[src/rtl/count_cmd_controller.sv]
// Command decoder that turns SPI command words into per-channel count gates (free-running or timed).
// Optional build macro STATUS_READBACK_EN adds a registered STATUS word and the CLR_STATUS opcode.

//  state     | meaning
//  IDLE      | no window open, all gates low
//  RUN_FREE  | gates open until STOP or a new START
//  RUN_TIMED | gates open while timer counts down from gate_len
module count_cmd_controller #(
  parameter int          CMD_W      = 32,
  parameter int          N_CH       = 4,
  parameter int          TIMER_W    = 16,
  parameter logic [31:0] START_CODE = 32'hFFFF_FFFF,
  parameter logic [31:0] STOP_CODE  = 32'h1111_1111
) (
  input  logic             CLK,
  input  logic             RST_N,
  input  logic [CMD_W-1:0] rx,
  input  logic             rxValid,
  output logic [N_CH-1:0]  COUNT_SIG,
  output logic             BUSY,
  output logic             DONE,
  output logic             ERR
`ifdef STATUS_READBACK_EN
  ,
  output logic [CMD_W-1:0] STATUS
`endif
);

  typedef enum logic [1:0] {
    IDLE      = 2'd0,
    RUN_FREE  = 2'd1,
    RUN_TIMED = 2'd2
  } state_t;

  localparam logic [CMD_W-1:0] START_W = CMD_W'(START_CODE);
  localparam logic [CMD_W-1:0] STOP_W  = CMD_W'(STOP_CODE);

  state_t             state;
  logic               vld_meta;
  logic               vld_sync;
  logic               vld_prev;
  logic               cmd_vld;
  logic [CMD_W-1:0]   cmd_q;
  logic [TIMER_W-1:0] gate_len;
  logic [TIMER_W-1:0] timer;

  logic [7:0]         opcode;
  logic [N_CH-1:0]    mask_eff;
  logic [TIMER_W-1:0] arg;
  logic [N_CH-1:0]    new_mask;
  logic               do_free;
  logic               do_timed;
  logic               do_stop;
  logic               do_len;
  logic               do_err;
`ifdef STATUS_READBACK_EN
  logic               do_clr;
  logic               err_sticky;
  logic [7:0]         mask_ext;
`endif

  // rxValid is asynchronous: synchronise, then act only on its rising edge
  always_ff @(posedge CLK or negedge RST_N) begin
    if (!RST_N) begin
      vld_meta <= 1'b0;
      vld_sync <= 1'b0;
      vld_prev <= 1'b0;
      cmd_vld  <= 1'b0;
      cmd_q    <= '0;
    end else begin
      vld_meta <= rxValid;
      vld_sync <= vld_meta;
      vld_prev <= vld_sync;
      cmd_vld  <= vld_sync & ~vld_prev;
      if (vld_sync & ~vld_prev) cmd_q <= rx;
    end
  end

  assign opcode   = cmd_q[CMD_W-1 -: 8];
  assign mask_eff = cmd_q[CMD_W-16 +: N_CH];
  assign arg      = cmd_q[TIMER_W-1:0];

  always_comb begin
    do_free  = 1'b0;
    do_timed = 1'b0;
    do_stop  = 1'b0;
    do_len   = 1'b0;
    do_err   = 1'b0;
    new_mask = mask_eff;
`ifdef STATUS_READBACK_EN
    do_clr   = 1'b0;
`endif
    if (cmd_vld) begin
      if (cmd_q == START_W) begin
        do_free  = 1'b1;
        new_mask = '1;
      end else if (cmd_q == STOP_W) begin
        do_stop = 1'b1;
      end else begin
        case (opcode)
          8'h00: ;
          8'h01: begin
            if (mask_eff == '0) do_err  = 1'b1;
            else                do_free = 1'b1;
          end
          8'h02: do_stop = 1'b1;
          8'h03: do_len  = 1'b1;
          8'h04: begin
            // a zero length would never expire, so it is rejected like an empty mask
            if (mask_eff == '0 || gate_len == '0) do_err   = 1'b1;
            else                                  do_timed = 1'b1;
          end
`ifdef STATUS_READBACK_EN
          8'h05: do_clr = 1'b1;
`endif
          default: do_err = 1'b1;
        endcase
      end
    end
  end

  always_ff @(posedge CLK or negedge RST_N) begin
    if (!RST_N) begin
      state     <= IDLE;
      COUNT_SIG <= '0;
      BUSY      <= 1'b0;
      DONE      <= 1'b0;
      ERR       <= 1'b0;
      gate_len  <= '0;
      timer     <= '0;
    end else begin
      DONE <= 1'b0;
      ERR  <= do_err;
      if (do_len) gate_len <= arg;
      // a start/stop decoded on the expiry cycle wins over the expiry
      if (do_free) begin
        state     <= RUN_FREE;
        COUNT_SIG <= new_mask;
        BUSY      <= 1'b1;
        timer     <= '0;
      end else if (do_timed) begin
        state     <= RUN_TIMED;
        COUNT_SIG <= new_mask;
        BUSY      <= 1'b1;
        timer     <= gate_len;
      end else if (do_stop) begin
        state     <= IDLE;
        COUNT_SIG <= '0;
        BUSY      <= 1'b0;
        timer     <= '0;
      end else if (state == RUN_TIMED) begin
        if (timer == TIMER_W'(1)) begin
          state     <= IDLE;
          COUNT_SIG <= '0;
          BUSY      <= 1'b0;
          DONE      <= 1'b1;
          timer     <= '0;
        end else if (timer != '0) begin
          timer <= timer - TIMER_W'(1);
        end
      end
    end
  end

`ifdef STATUS_READBACK_EN
  always_comb begin
    mask_ext            = '0;
    mask_ext[N_CH-1:0]  = COUNT_SIG;
  end

  always_ff @(posedge CLK or negedge RST_N) begin
    if (!RST_N) begin
      err_sticky <= 1'b0;
      STATUS     <= '0;
    end else begin
      if (do_clr)      err_sticky <= 1'b0;
      else if (do_err) err_sticky <= 1'b1;
      STATUS <= {state, BUSY, err_sticky, {(CMD_W-12-TIMER_W){1'b0}}, mask_ext, timer};
    end
  end
`endif

endmodule

[config.mk]
export PLATFORM = sky130hd
export DESIGN_NAME = count_cmd_controller
export DESIGN_NICKNAME = d
export VERILOG_FILES = /design/src/rtl/count_cmd_controller.sv
export SDC_FILE = /design/constraint.sdc
export NUM_CORES = 1
export LEC_CHECK = 0
export ABC_AREA = 0
export ABC_CLOCK_PERIOD_IN_PS = 2500
export CELL_PAD_IN_SITES_DETAIL_PLACEMENT = 1
export CELL_PAD_IN_SITES_GLOBAL_PLACEMENT = 1
export CORE_MARGIN = 2
export CORE_UTILIZATION = 42
export CTS_BUF_LIST = sky130_fd_sc_hd__clkbuf_8
export DETAILED_ROUTE_END_ITERATION = 12
export GPL_TIMING_DRIVEN = 0
export PLACE_DENSITY = 0.9
export SLEW_MARGIN = 20
export SYNTH_ARGS = -nofsm -noshare
export SYNTH_HDL_FRONTEND = slang
export SYNTH_SLANG_ARGS = --single-unit
[constraint.sdc]
create_clock -name CLK -period 2.5 [get_ports CLK]
set_clock_uncertainty 0.1 [all_clocks]
set_input_delay 0.5 -clock CLK [delete_from_list [all_inputs] [get_ports CLK]]
set_output_delay 0.5 -clock CLK [all_outputs]
set_load 0.01 [all_outputs]
* After elaboration in Yosys (flattened, before gate mapping)
Cells that the tools add are included.
** Storage, ports and cells
- Output and inout port bits :: 7
- Input port bits :: 35
- Flip-flop bits (word level) :: 77
- Logic and storage cells :: 86
** Operators by class
- Muxes and demuxes :: 52
- Reduce and logical (&&, ||, !) cells :: 11
- Bitwise gates (word level) :: 2
- Add/sub/neg operators :: 1
- Eq/ne operators :: 8
** Operators by type and width (count)
- two-way mux 16 bit :: 6
- two-way mux 1 bit :: 33
- == test 32 x 29 -> 1 bit, second input constant :: 1
- == test 32 bit, second input constant :: 1
- two-way mux 4 bit :: 7
- == test 16 x 1 -> 1 bit, second input constant :: 1
- == test 8 x 2 -> 1 bit, second input constant :: 2
- logical NOT 16 bit :: 1
- nonzero test 16 bit :: 1
- subtractor 16 x 1 -> 16 bit, second input constant :: 1
- two-way mux 2 bit :: 5
- == test 8 x 1 -> 1 bit, second input constant :: 1
- == test 8 x 3 -> 1 bit, second input constant :: 1
- logical NOT 8 bit :: 1
- nonzero test 4 bit :: 2
- nonzero test 5 bit :: 1
- logical NOT 4 bit :: 1
- AND reduction 2 bit :: 2
- case mux 1 bit (3 select lines) :: 1
- OR reduction 3 bit :: 1
- == test 2 bit, second input constant :: 1
- AND 1 bit :: 1
- logical OR 1 bit :: 1
- NOT 1 bit :: 1

* Depth between registers and ports, before layout
- Depth in word-level cells :: 9
- Depth in mapped cells :: 9
- Depth with buffers taken out :: 8

* Worst setup path before layout
OpenSTA, ideal clock, no wires.
- Kind :: register to register
- From :: register timer[10]
- To :: register timer[8]
- Required time :: 2278 ps
- Arrival :: 2241 ps
- Setup slack :: 38 ps
- Period minus slack after synthesis :: 2462 ps
- Stages on the path, launching flop included :: 8
- Cells stage by stage :: dfrtp_1 buf_6 or4_4 or4_4 o31ai_4 nor2_4 a31o_1 a32o_1
** Between the ends
- Cells in the longest elaborated chain, start to end :: 6
** Ends and longest elaborated chain
- start: declaration :: RTL line 45 : logic [TIMER_W-1:0] timer;
- start signal: assignment :: RTL line 145 : timer <= gate_len;
- start signal: assignment :: RTL line 159 : timer <= timer - TIMER_W'(1);
- == test 16 x 1 -> 1 bit :: RTL line 152 : if (timer == TIMER_W'(1)) begin
- two-way mux 16 bit :: RTL line 152
- two-way mux 16 bit :: RTL line 151 : end else if (state == RUN_TIMED) begin
- two-way mux 16 bit :: RTL line 146 : end else if (do_stop) begin
- two-way mux 16 bit :: RTL line 141 : end else if (do_timed) begin
- two-way mux 16 bit :: RTL line 136 : if (do_free) begin
Parallel ways exist; a longest one is shown, timed or not. The select of a mux whose other input is x is not followed.
A chain may end at the register's enable or synchronous reset.

* Final worst setup path
- From :: register cmd_q[27]
- To :: register gate_len[10]
** Between the ends
- Cells in the longest elaborated chain, start to end :: 5
** Ends and longest elaborated chain
- start: declaration :: RTL line 43 : logic [CMD_W-1:0] cmd_q;
- start signal: assignment :: RTL line 75 : if (vld_sync & ~vld_prev) cmd_q <= rx;
- == test 8 x 2 -> 1 bit :: RTL line 100 : case (opcode)
- two-way mux 1 bit :: RTL line 100
- two-way mux 1 bit :: RTL line 97 : end else if (cmd_q == STOP_W) begin
- two-way mux 1 bit (*) :: RTL line 94 : if (cmd_q == START_W) begin
- two-way mux 1 bit (*) :: RTL line 93 : if (cmd_vld) begin
- end signal: assignment :: RTL line 134 : if (do_len) gate_len <= arg;
- end: declaration :: RTL line 44 : logic [TIMER_W-1:0] gate_len;
Mark *: on every way between the ends. The rest lies on a longest branch, timed or not.

==> impl_metrics.json <==
{
  "status": "finished, violations left",
  "violations": "setup timing",
  "hp-start": "vld_meta$_DFF_PN0_",
  "fin_area_sq_um": 4810,
  "rr_worst_depth": 7,
  "die_w_microns": 98.4,
  "drive_gt1_share_pct": 31.2,
  "drt_first_pass_iters": 4,
  "finalHoldViolations": 0,
  "dieArea_sq_um": 9680,
  "grt_max_degree": 57,
  "dr_total_vias": 3156,
  "worst_pin_slew_ps": 659,
  "coreArea_sq_um": 8680,
  "cp_cell_sequence": "nor4b_4 -> nand3_1 -> or4_4 -> nand2_2 -> nor3_4 -> clkbuf_4 -> mux2_2",
  "yosysSeqAreaShare_pct": 51.5,
  "routed_wl_microns": 11900,
  "port_buffers": 41,
  "worstReg2RegEnd": "gate_len[10]$_DFFE_PN0P_",
  "slew_viol_final": 0,
  "endpoint_kind": "register",
  "finalCritPeriodShare_pct": 102,
  "ant_nets": 0,
  "place_ws_ps": -441,
  "overflow": 0,
  "syn_nets": 366,
  "max_cap_violations": 0,
  "rows": 34,
  "slowest_delay_ps": 620,
  "required_ps": 2630,
  "fin_setup_tns_ps": -189,
  "grt_util_all_layers_pct": 24.0,
  "min_to": "vld_sync$_DFF_PN0_",
  "grt_pass1_wl_microns": 18100,
  "worstHoldPathType": "register to register",
  "cts_buffer_depth": 2,
  "synth_top_area_cell": "dfrtp_1",
  "yosysWarningCount": 0,
  "clock.fmax_mhz": 394,
  "crit_fanout": 10,
  "yosysTopAreaCellShare_pct": 51.5,
  "worst-setup-path-type": "register to register",
  "path_clk_slew_ps": 100,
  "worst_skew_pair.late_latency_ps": 360,
  "p_per_area_nw_per_um2": 1040,
  "drc": 0,
  "synth_cell_types": 58,
  "whs_path_depth": 0,
  "synth-main-ff-cell": "dfrtp_1",
  "fin_nets": 434,
  "place_area_sq_um": 4310,
  "setup_viol": 13,
  "fin_crit_ps": 2540,
  "r2r_start": "cmd_q[27]$_DFFE_PN0P_",
  "place_congestion": 0.897,
  "leakage_uw": 0.00201,
  "grt_pass1_vias": 3291,
  "dp_hpwl_microns": 7920,
  "netlist_top_cells_area": "dfrtp_1 51%, mux2_2 14%, nand2_1 2.7%",
  "ir_worst_vdd_mv": 0.500,
  "grt_setup_unrepaired": "yes",
  "initial_core_util_pct": 43.1,
  "ctsRootBufferMaster": "clkbuf_8",
  "cp.arrival_ps": 2670,
  "reg2reg_slack_ps": -40,
  "cp_top_family": "simple AND/OR/NAND/NOR gates",
  "setup_ws_ps": -38.9,
  "relSlewSlack_pct": 56.0,
  "postSynthCellCount": 328,
  "cts_tree": "done",
  "drt-initial-drc-count": 159,
  "io_pins": 42,
  "antenna_cells": 0,
  "cp-start-kind": "register",
  "synthArstFlopShare_pct": 100,
  "wl_per_cell_microns": 23.4,
  "area_growth_pct": 28.4,
  "cts.sinks": 77,
  "antenna_found_initial": 0,
  "vias_per_cell": 6.20,
  "avgSynthCellArea_sq_um": 11.4,
  "synth-edff-count": 0,
  "htree_num_levels": 3,
  "die_y_microns": 98.4,
  "cts_buffers": 9,
  "synthesis.area_sq_um": 3740,
  "synth_seq_cells": 77,
  "crit_buf_inv": 1,
  "slowest_stage": "or4_4"
}
-- routing by layer --
layer | track usage [%] | up-vias | part of all wire (%)
met2 | 42.1 | 95 | 52
met3 | 3.83 | 30 | 3.8
li1 | - | 1389 | -
met1 | 30.9 | 1642 | 42
met5 | 0 | - | 0
met4 | 6.85 | 0 | 2.8
-- cell usage after synthesis (all sizes together) (6+ instances only) --
cell type,number
dfrtp,77
mux2,48
nand2,27
o21ai,18
nor2,17
nor4,13
nand3,11
nor3,11
a21oi,10
buf,9
nand4,7
clkbuf,6
-- through the flow --
| step | std cells | util, % | hold WS (ps) | power, uW |
|---|---|---|---|---|
| floorplan | 328 | - | 104 | 3050 |
| CTS | 505 | 53.9 | 284 | 4720 |
| global route | 509 | 55.4 | 308 | 5310 |
| finish | 509 | 55.4 | 278 | 5010 |
| global placement | 477 | 49.4 | 233 | 3480 |
| detailed placement | 478 | 49.7 | 250 | 3600 |
-- cells in the final DEF (no fill, tap or decap), types with 4 or more instances in the layout --
cell / count
nor3_1: 9
nand3_1: 10
nor4_2: 4
buf_4: 12
nor4_1: 8
clkdlybuf4s50_1: 40
mux2_2: 48
nor2_1: 15
clkbuf_8: 10
a31oi_1: 4
a22o_1: 4
dfrtp_1: 76
a21oi_1: 9
o21ai_1: 12
clkbuf_1: 5
o21ai_0: 5
nand2_1: 25
nand4_1: 7
buf_6: 8
-- area by class of cell --
class                   instances  area, sq um
fillers                       950         3870
flip-flops and latches         77         1930
multi-input cells             232         1850
repair buffers                 58          582
well taps                     108          135
clock buffers                   9          124
plain buffers                  14          105
clock inverters                 7         63.8
inverters                       4         15.0
-- state kept, by name, summed over array words and instances, names as in the netlist --
signal / count
cmd_q: 32
vld_sync: 1
vld_meta: 1
vld_prev: 1
gate_len: 16
BUSY: 1
COUNT_SIG: 4
timer: 16
state: 2
DONE: 1
ERR: 1
cmd_vld: 1
-- how the worst max path moves through the flow --
stage | start | slack [ps] | depth (start not counted) | end
finish | cmd_q[27]$_DFFE_PN0P_ | -40 | 7 | gate_len[10]$_DFFE_PN0P_
global route | cmd_q[27]$_DFFE_PN0P_ | -100 | 8 | gate_len[11]$_DFFE_PN0P_
CTS | timer[10]$_DFFE_PN0P_ | -10 | 7 | timer[6]$_DFFE_PN0P_
detailed placement | cmd_q[29]$_DFFE_PN0P_ | -440 | 8 | timer[14]$_DFFE_PN0P_
global placement | RST_N | -1800 | 1 | cmd_q[27]$_DFFE_PN0P_
floorplan | timer[10]$_DFFE_PN0P_ | 40 | 7 | timer[8]$_DFFE_PN0P_
-- repair_timing --
item | CTS | global route
hold endpoints to repair | 21 | 0
gates cloned | 0 | 0
resized for setup | 27 | 24
pin swaps | 11 | 9
buffers inserted | 10 | 6
setup endpoints to repair | 39 | 34
hold buffers | 1 | 0
-- cells by family after synthesis --
| logic type | count (synthesis) | synth area share [%] |
|---|---|---|
| compound gates | 70 | 13.5 |
| fa+ha+maj | 3 | 1.00 |
| buf+inv | 19 | 3.11 |
| flops | 77 | 51.5 |
| mux | 48 | 14.4 |
| simple gates | 111 | 16.4 |
-- report_power, final --
part | internal [uW] | total (uW) | switching (uW)
Clock | 387 | 928 | 541
Sequential | 1460 | 1730 | 271
Combinational | 1020 | 2350 | 1330
Total | 2860 | 5010 | 2150
-- worst reg2reg max path, delay by kind of cell, from the launching register on --
family / cells / cell delay (ps)
flops: 1 / 470
buf+inv: 1 / 220
simple gates: 5 / 1330
mux: 1 / 300
No activity file was read; power rests on OpenSTA's default activity.
